===== config.mk =====
export PLATFORM = sky130hd
export DESIGN_NAME = can_tx_framer
export DESIGN_NICKNAME = d
export VERILOG_FILES = /design/src/rtl/can_pkg.sv /design/src/rtl/can_crc15.sv /design/src/rtl/can_tx_framer.sv
export SDC_FILE = /design/constraint.sdc
export NUM_CORES = 1
export LEC_CHECK = 0
export CAP_MARGIN = 20
export CORE_AREA = 3 3 110 112
export CTS_CLUSTER_SIZE = 25
export DETAILED_ROUTE_END_ITERATION = 6
export DIE_AREA = 0 0 113 115
export GPL_TIMING_DRIVEN = 1
export HOLD_SLACK_MARGIN = 0.08
export PLACE_DENSITY = 0.84
export SYNTH_ARGS = -nofsm -noshare
export SYNTH_HDL_FRONTEND = slang
export SYNTH_SLANG_ARGS = --single-unit

===== constraint.sdc =====
create_clock -name clk -period 3.3 [get_ports clk]
set_input_delay 0.66 -clock clk [delete_from_list [all_inputs] [get_ports clk]]
set_output_delay 0.66 -clock clk [all_outputs]
set_load 0.01 [all_outputs]

===== src/rtl/can_pkg.sv =====
// Shared types and constants for the CAN 2.0A transmit framer.
package can_pkg;

    typedef enum logic [3:0] {
        ST_IDLE,
        ST_SOF,
        ST_ARB,
        ST_CTRL,
        ST_DATA,
        ST_CRC,
        ST_CRC_DEL,
        ST_ACK,
        ST_ACK_DEL,
        ST_EOF,
        ST_IFS
    } state_t;

    localparam logic [14:0] CRC15_POLY     = 15'h4599;
    localparam int          ID_W           = 11;
    localparam int          DLC_W          = 4;
    localparam int          CRC_W          = 15;
    localparam int          MAX_DATA_BYTES = 8;

    // Remote frames carry no payload; DLC codes above 8 still mean 8 bytes.
    function automatic logic [3:0] eff_len_f(input logic rtr, input logic [DLC_W-1:0] dlc);
        if (rtr)
            return 4'd0;
        else if (dlc > 4'(MAX_DATA_BYTES))
            return 4'(MAX_DATA_BYTES);
        else
            return dlc;
    endfunction

    function automatic state_t next_field(input state_t s, input logic no_data);
        case (s)
            ST_SOF:     return ST_ARB;
            ST_ARB:     return ST_CTRL;
            ST_CTRL:    return no_data ? ST_CRC : ST_DATA;
            ST_DATA:    return ST_CRC;
            ST_CRC:     return ST_CRC_DEL;
            ST_CRC_DEL: return ST_ACK;
            ST_ACK:     return ST_ACK_DEL;
            ST_ACK_DEL: return ST_EOF;
            ST_EOF:     return ST_IFS;
            default:    return ST_IDLE;
        endcase
    endfunction

endpackage


===== src/rtl/can_crc15.sv =====
// Bit-serial CRC-15 (CAN polynomial), cleared at frame start.
module can_crc15
    import can_pkg::*;
(
    input  logic             clk,
    input  logic             rst,
    input  logic             clear,
    input  logic             en,
    input  logic             bit_in,
    output logic [CRC_W-1:0] crc
);

    logic nxt;

    assign nxt = bit_in ^ crc[CRC_W-1];

    always_ff @(posedge clk or posedge rst) begin
        if (rst)
            crc <= '0;
        else if (clear)
            crc <= '0;
        else if (en)
            crc <= {crc[CRC_W-2:0], 1'b0} ^ (nxt ? CRC15_POLY : '0);
    end

endmodule


===== src/rtl/can_tx_framer.sv =====
// CAN 2.0A transmit framer: latches one frame request and serializes it, one bit per bit_en.
// Optional bit stuffing (SOF..CRC) is enabled by defining CAN_TX_BIT_STUFF_EN.
module can_tx_framer
    import can_pkg::*;
#(
    parameter int IFS_BITS = 3,
    parameter int EOF_BITS = 7
) (
    input  logic             clk,
    input  logic             rst,
    input  logic             bit_en,
    input  logic             start,
    input  logic [ID_W-1:0]  id,
    input  logic             rtr,
    input  logic [DLC_W-1:0] dlc,
    input  logic [63:0]      data,
    output logic             tx_bit,
    output logic             busy,
    output logic             done
);

    state_t           state, state_nxt;
    logic [7:0]       cnt, cnt_nxt;
    logic [7:0]       field_len;
    logic             field_last;
    logic             bit_val;
    logic             stuff_now;
    logic             accept;
    logic             crc_en;
    logic [CRC_W-1:0] crc;

    logic [ID_W-1:0]  id_q;
    logic             rtr_q;
    logic [DLC_W-1:0] dlc_q;
    logic [63:0]      data_q;
    logic [3:0]       eff_len_q;
    logic [11:0]      arb_bits;
    logic [5:0]       ctrl_bits;

    assign accept    = (state == ST_IDLE) && start;
    assign busy      = (state != ST_IDLE);
    assign arb_bits  = {id_q, rtr_q};
    assign ctrl_bits = {1'b0, 1'b0, dlc_q};

    // Frame content is held only by the latch; it needs no reset.
    always_ff @(posedge clk) begin
        if (accept) begin
            id_q      <= id;
            rtr_q     <= rtr;
            dlc_q     <= dlc;
            data_q    <= data;
            eff_len_q <= eff_len_f(rtr, dlc);
        end
    end

    always_comb begin
        case (state)
            ST_SOF:   field_len = 8'd1;
            ST_ARB:   field_len = 8'd12;
            ST_CTRL:  field_len = 8'd6;
            ST_DATA:  field_len = 8'({eff_len_q, 3'b000});
            ST_CRC:   field_len = 8'(CRC_W);
            ST_EOF:   field_len = 8'(EOF_BITS);
            ST_IFS:   field_len = 8'(IFS_BITS);
            default:  field_len = 8'd1;
        endcase
    end

    assign field_last = (cnt == field_len - 8'd1);

    // cnt counts up from 0 within each field; MSB-first selection is done by index.
    always_comb begin
        case (state)
            ST_SOF:  bit_val = 1'b0;
            ST_ARB:  bit_val = arb_bits[4'd11 - cnt[3:0]];
            ST_CTRL: bit_val = ctrl_bits[3'd5 - cnt[2:0]];
            ST_DATA: bit_val = data_q[{cnt[5:3], ~cnt[2:0]}];
            ST_CRC:  bit_val = crc[4'd14 - cnt[3:0]];
            default: bit_val = 1'b1;
        endcase
    end

`ifdef CAN_TX_BIT_STUFF_EN
    logic [2:0] run;
    logic       in_zone;

    // CRC_DEL is in the zone only so a pending stuff bit after the last CRC bit goes out.
    assign in_zone   = (state == ST_SOF) || (state == ST_ARB) || (state == ST_CTRL) ||
                       (state == ST_DATA) || (state == ST_CRC) || (state == ST_CRC_DEL);
    assign stuff_now = in_zone && (run == 3'd5);

    always_ff @(posedge clk or posedge rst) begin
        if (rst)
            run <= 3'd0;
        else if (accept)
            run <= 3'd0;
        else if (bit_en && in_zone) begin
            if (stuff_now)
                run <= 3'd1;
            else if (state == ST_CRC_DEL)
                run <= 3'd0;
            else if (run != 3'd0 && bit_val == tx_bit)
                run <= run + 3'd1;
            else
                run <= 3'd1;
        end
    end
`else
    assign stuff_now = 1'b0;
`endif

    assign crc_en = bit_en && !stuff_now &&
                    ((state == ST_SOF) || (state == ST_ARB) ||
                     (state == ST_CTRL) || (state == ST_DATA));

    can_crc15 u_crc (
        .clk    (clk),
        .rst    (rst),
        .clear  (accept),
        .en     (crc_en),
        .bit_in (bit_val),
        .crc    (crc)
    );

    always_ff @(posedge clk or posedge rst) begin
        if (rst) begin
            state <= ST_IDLE;
            cnt   <= 8'd0;
        end else begin
            state <= state_nxt;
            cnt   <= cnt_nxt;
        end
    end

    always_comb begin
        state_nxt = state;
        cnt_nxt   = cnt;
        if (state == ST_IDLE) begin
            if (start) begin
                state_nxt = ST_SOF;
                cnt_nxt   = 8'd0;
            end
        end else if (bit_en && !stuff_now) begin
            if (field_last) begin
                state_nxt = next_field(state, eff_len_q == 4'd0);
                cnt_nxt   = 8'd0;
            end else begin
                cnt_nxt = cnt + 8'd1;
            end
        end
    end

    // tx_bit holds the last transmitted bit, so a stuff bit is simply its complement.
    always_ff @(posedge clk or posedge rst) begin
        if (rst) begin
            tx_bit <= 1'b1;
            done   <= 1'b0;
        end else begin
            done <= 1'b0;
            if (bit_en && state != ST_IDLE) begin
                tx_bit <= stuff_now ? ~tx_bit : bit_val;
                if (state == ST_IFS && field_last && !stuff_now)
                    done <= 1'b1;
            end
        end
    end

endmodule


Yosys cells after proc, flatten, opt, wreduce, memory -nomap -nowiden
Cells that the tools add are included.
{"block": "totals", "regBits": 113, "latch_bits": 0, "ram_bits": 0, "rom_bits": 0, "out_inout_bits": 3, "mem_count": 0}
{"block": "op_classes", "n_addsub": 5, "mul": 0, "div": 0, "magnitude_cmp": 5, "n_eq_ne": 12, "n_shift": 0, "mux": 26, "bitwise": 3, "n_reduce_logical": 16}
{"cell": "15-bit two-way mux", "n": 3}
{"cell": "7-bit case mux with 6 select lines", "n": 1}
{"cell": "4-bit case mux with 9 select lines", "n": 1}
{"cell": "8-bit two-way mux", "n": 4}
{"cell": "4-bit two-way mux", "n": 5}
{"cell": "4-bit by 3-bit == test with 1-bit output, second input constant", "n": 4}
{"cell": "15-bit XOR", "n": 1}
{"cell": "4-bit == test, second input constant", "n": 3}
{"cell": "4-bit by 5-bit less-than comparator with 1-bit output, second input constant", "n": 2}
{"cell": "8-bit by 1-bit adder with 8-bit output, second input constant", "n": 1}
{"cell": "1-bit binary-select mux with 4-bit select", "n": 2}
{"cell": "4-bit by 2-bit == test with 1-bit output, second input constant", "n": 2}
{"cell": "8-bit == test", "n": 1}
{"cell": "4-bit logical NOT", "n": 2}
{"cell": "4-bit subtractor, first input constant", "n": 2}
{"cell": "8-bit by 1-bit subtractor with 8-bit output, second input constant", "n": 1}
{"cell": "6-bit by 7-bit less-than comparator with 1-bit output, second input constant", "n": 1}
{"cell": "1-bit two-way mux", "n": 7}
{"cell": "1-bit binary-select mux with 6-bit select", "n": 1}
{"cell": "2-bit nonzero test", "n": 3}
{"cell": "1-bit case mux with 5 select lines", "n": 1}
{"cell": "4-bit by 1-bit == test with 1-bit output, second input constant", "n": 1}
{"cell": "4-bit greater-than comparator, second input constant", "n": 1}
{"cell": "1-bit logical AND", "n": 4}
{"cell": "other kinds (11)", "n": 13}

Logic depth before layout (Yosys ltp)
{"block": "depth", "ltp_word": 9, "depth_mapped": 14, "depth_no_buf": 11}

Modules after synthesis
Synthesis repeated with hierarchy kept, for this count alone.
{"block": "hier_totals", "cells_unflattened": 385, "hier_area_um2": 5505.3}
{"mod": "can_tx_framer", "n_inst": 1, "cells_per_inst": 313, "area_per_inst_um2": 4768.3, "seq_area_each_um2": 2874.0}
{"mod": "can_crc15", "n_inst": 1, "cells_per_inst": 72, "area_per_inst_um2": 737.0, "seq_area_each_um2": 375.4}

Worst setup path before layout
No wires, ideal clock.
{"block": "synth_timing", "kind": "register to register", "start": "reg state[1]", "end": "reg u_crc.crc[10]", "t_arrival_ns": 3.514, "required_time_ns": 3.178, "slack_ns": -0.336, "stages_incl_launch_ff": 8, "n_path_buf": 2, "period_less_slack_ns": 3.636, "path_cell_list": "dfrtp_1 buf_2 clkbuf_1 nor2_1 nand3_1 inv_1 nor2_1 a22o_1"}
{"block": "synth_between", "elab_cells_between_ends": 18, "cone_classes": "eq/ne (5); mux (4); bitwise (2); reduce/logical (7)"}
{"element": "from (decl)", "line": "can_tx_framer.sv:22", "text": "state_t state, state_nxt;"}
{"element": "from (signal assigned)", "line": "can_tx_framer.sv:130", "text": "state <= state_nxt;"}
{"element": "4-bit logical NOT *", "line": "can_tx_framer.sv:40", "text": "assign accept = (state == ST_IDLE) && start;"}
{"element": "1-bit logical AND *", "line": "can_tx_framer.sv:40"}
{"element": "net accept", "line": "can_tx_framer.sv:28", "text": "logic accept;"}
{"element": "15-bit two-way mux / 2-bit nonzero test (equally long branches)"}
{"element": "to (signal assigned)", "line": "can_crc15.sv:23", "text": "crc <= {crc[CRC_W-2:0], 1'b0} ^ (nxt ? CRC15_POLY : '0);"}
{"element": "to (decl)", "line": "can_crc15.sv:10", "text": "output logic [CRC_W-1:0] crc"}
The timed path passes the listed nets; every way through them passes the cells marked *. The select of a mux whose other input is x is not followed.
A chain may end at the register's enable or synchronous reset.

Worst setup path after layout
{"block": "layout_timing", "start": "reg state[0]", "end": "reg state[1]"}
{"block": "layout_between", "elab_chain_len": 6, "elab_cells_between_ends": 22, "cone_classes": "add/sub (1); eq/ne (12); mux (5); reduce/logical (4)"}
{"element": "4-bit == test, or another cell as far along", "line": "can_tx_framer.sv:57", "text": "case (state)"}
{"element": "7-bit case mux with 6 select lines", "line": "can_tx_framer.sv:57"}
{"element": "8-bit by 1-bit subtractor with 8-bit output", "line": "can_tx_framer.sv:69", "text": "assign field_last = (cnt == field_len - 8'd1);"}
{"element": "8-bit == test", "line": "can_tx_framer.sv:69"}
{"element": "2-bit nonzero test (no source line)"}
{"element": "3-bit AND reduction (no source line)"}
Several ways; a longest one is shown, not always the timed one. The select of a mux whose other input is x is not followed.

==> flow_summary.toml <==
[run_status]
status = "finished, final reports clean"

[worst_setup_path]
worstPathMaxFanout = 14
cp.arrival_ns = 3.47
critical_path_class = "reg -> reg"
worstPathRequired_ns = 3.65
crit_path_end_kind = "flip-flop"
worst_setup_path_start_kind = "flip-flop"

[synth]
yosys.area.top_type = "edfxtp_1"
synth_fp_nets = 485
seq_area_frac_synth_pct = 59.4
synth.area.top_cells = "edfxtp_1 46%, dfrtp_1 13%, mux4_2 5.8%"
synthDistinctLibCells = 68
synth_edf_count = 84
yosys-top-cells-count = "84 x edfxtp_1, 45 x nand2_1, 28 x dfrtp_1"
synth_top_cell_area_share_pct = 46.1
yosysMostFrequentCell = "edfxtp_1"
synth_ff_type = "edfxtp_1"
ys_warn_count = 0
syn_avg_cell_area_um2 = 13.8
async_flop_share_pct = 25.7
synth-seq-cells = 113
netlist_area_um2 = 5470
netlist_instances = 396

[floorplan]
fp.dieW_um = 113
die_h_um = 115
start_util_pct = 48.3
ioPinCount = 87
rows = 39
die_area_um2 = 13000
coreArea_um2 = 11300

[timing]
maxSlewViolCount = 0
final-hold-violation-count = 0
setup_viol = 0
max_slew_margin_pct = 60.3
fin_worst_skew_ns = 0.00706
grt_setup_unrepaired = "false"
worst_slew_pin_slew_ns = 0.594
fin_ws_ns = 0.174
period_share_pct = 94.7
timing.fmax_ghz = 0.320
totalNegativeSetupSlack_ns = 0
period_needed_ns = 3.13

[worst_hold_path]
hold_path.class = "reg -> reg"

[placed_design]
hpwl_um = 8860
globalplace.congestion = 0.873
io_buffers = 86
dpl-instance-area_um2 = 6630
dp_worst_setup_slack_ns = 0.108

[global_route]
grtUsageTotal_pct = 23.1
grt_max_degree = 71
grt_pass1_vias = 4165
overflow = 0
antenna_found_initial = 0
grt_pass1_wl_um = 22700

[clock_network]
post-cts-setup-buffers = 0
cts_max_path_buffers = 2
cts_made_buffers = 17
clkTransAtPathRegs_ns = 0.06
htreeDepth = 4
clockRootBuffer = "clkbuf_16"
clock_sinks = 113
ctsHoldBuffers = 0
cts_tree = "done"
clock_latency_ns = 0.42
cts-resized-gates = 0

[routing]
antenna_left = 0
drt_pass1_iterations = 6
routedWlPerCell_um = 21.5
wirelength_um = 14200
drtIter0Drc = 500
remaining_drc_errors = 0
routed-via-count = 3995
viasPerCell = 6.05

[job]
max-cap-violations = 0

[final_layout]
num-nets-final = 593
area_growth_syn_to_layout_pct = 32.0
nFillCells = 769
antenna_cells = 0
postLayoutCellArea_um2 = 7220
drive_gt1_share_pct = 16.8

[power_and_ir_drop]
power_density_nw_per_um2 = 747
irDropWorstVdd_mv = 0.569
p_leak_nw = 2.64
## final cells by class
cell class	instances	area, um^2	share of cell area (%)
inverters	8	33.8	0.468
flip-flops and latches	113	3250	45.0
well taps	143	179	2.48
clock inverters	15	159	2.20
clock buffers	17	425	5.89
multi-input cells	250	2090	29.0
repair buffers	114	1080	15.0
## stage by stage
stage	std cells	utilization (%)	hold slack, ns	total power [mW]
final	660	63.8	0.478	5.40
after global routing	660	63.8	0.501	5.62
after CTS	660	63.7	0.483	5.39
after detailed placement	628	58.6	0.476	3.56
after global placement	628	58.6	0.466	3.50
after floorplan	396	-	0.455	3.02
## registers in the layout (all words and copies together) (netlist names)
name	flops
done	1
tx_bit	1
rtr_q	1
dlc_q	4
state	4
cnt	8
data_q	64
id_q	11
u_crc.crc	15
eff_len_q	4
## per-layer routing
metal / global-route usage, % / part of all wire (%) / vias to the layer above
met1: 28.8 / 39 / 1959
met2: 37.8 / 50 / 225
met5: 0 / 0 / -
met3: 6.37 / 7.9 / 43
met4: 10.6 / 3.3 / 0
li1: - / - / 1768
## report_power, final
group | total (mW) | leakage [nW] | internal, mW | switching [mW]
registers | 1.84 | 1.12 | 1.67 | 0.174
clock network | 1.81 | 0.268 | 1.11 | 0.695
logic | 1.75 | 1.25 | 0.914 | 0.834
## layout by cell type (no fill, tap or decap), drive strengths merged, types with 6 or more instances in the layout
master          n
o21ai          22
mux2i          10
nand3          20
nand2          45
buf            28
o211ai          8
a22o            6
and2            7
inv             9
clkbuf         17
dfrtp          28
mux4           22
xnor2           8
or3             6
clkdlybuf4s50  86
edfxtp         84
clkinvlp        7
nor2           13
## worst paths after layout
check | startpoint | end | slack (ns) | cells past startpoint
max in group asynchronous | rst | tx_bit | 2.33 | 3
max reg2reg | state[0] | state[1] | 0.17 | 12
min in group asynchronous | rst | state[1] | 0.63 | 3
max | state[0] | state[1] | 0.17 | 12
min reg2reg | tx_bit | tx_bit | 0.48 | 2
min | tx_bit | tx_bit | 0.48 | 2
## critical path, cell delays in order, from the launching register on
cell and delay, ns:
dfrtp_1 0.47, and2_0 0.20, nor2_1 0.06, a311oi_2 0.28, nor2_1 0.07, ha_1 0.29
xnor2_1 0.12, nor3_1 0.19, nand4_1 0.11, or4_1 0.50, buf_4 0.20, or4_1 0.46
nand3_1 0.10
## kinds of logic (layout without fill, tap and decap cells)
logic type | after synthesis | count (layout) | share of synthesized area [%]
AO/OA/AOI/OAI | 68 | 68 | 9.19
XOR/XNOR | 16 | 16 | 3.82
adder cells (fa/ha/maj) | 5 | 5 | 1.14
buffers and inverters | 33 | 154 | 2.51
flip-flops | 113 | 113 | 59.4
multiplexers | 34 | 34 | 11.8
AND/OR/NAND/NOR | 127 | 127 | 12.1
Power figures use the tool's default switching activity.
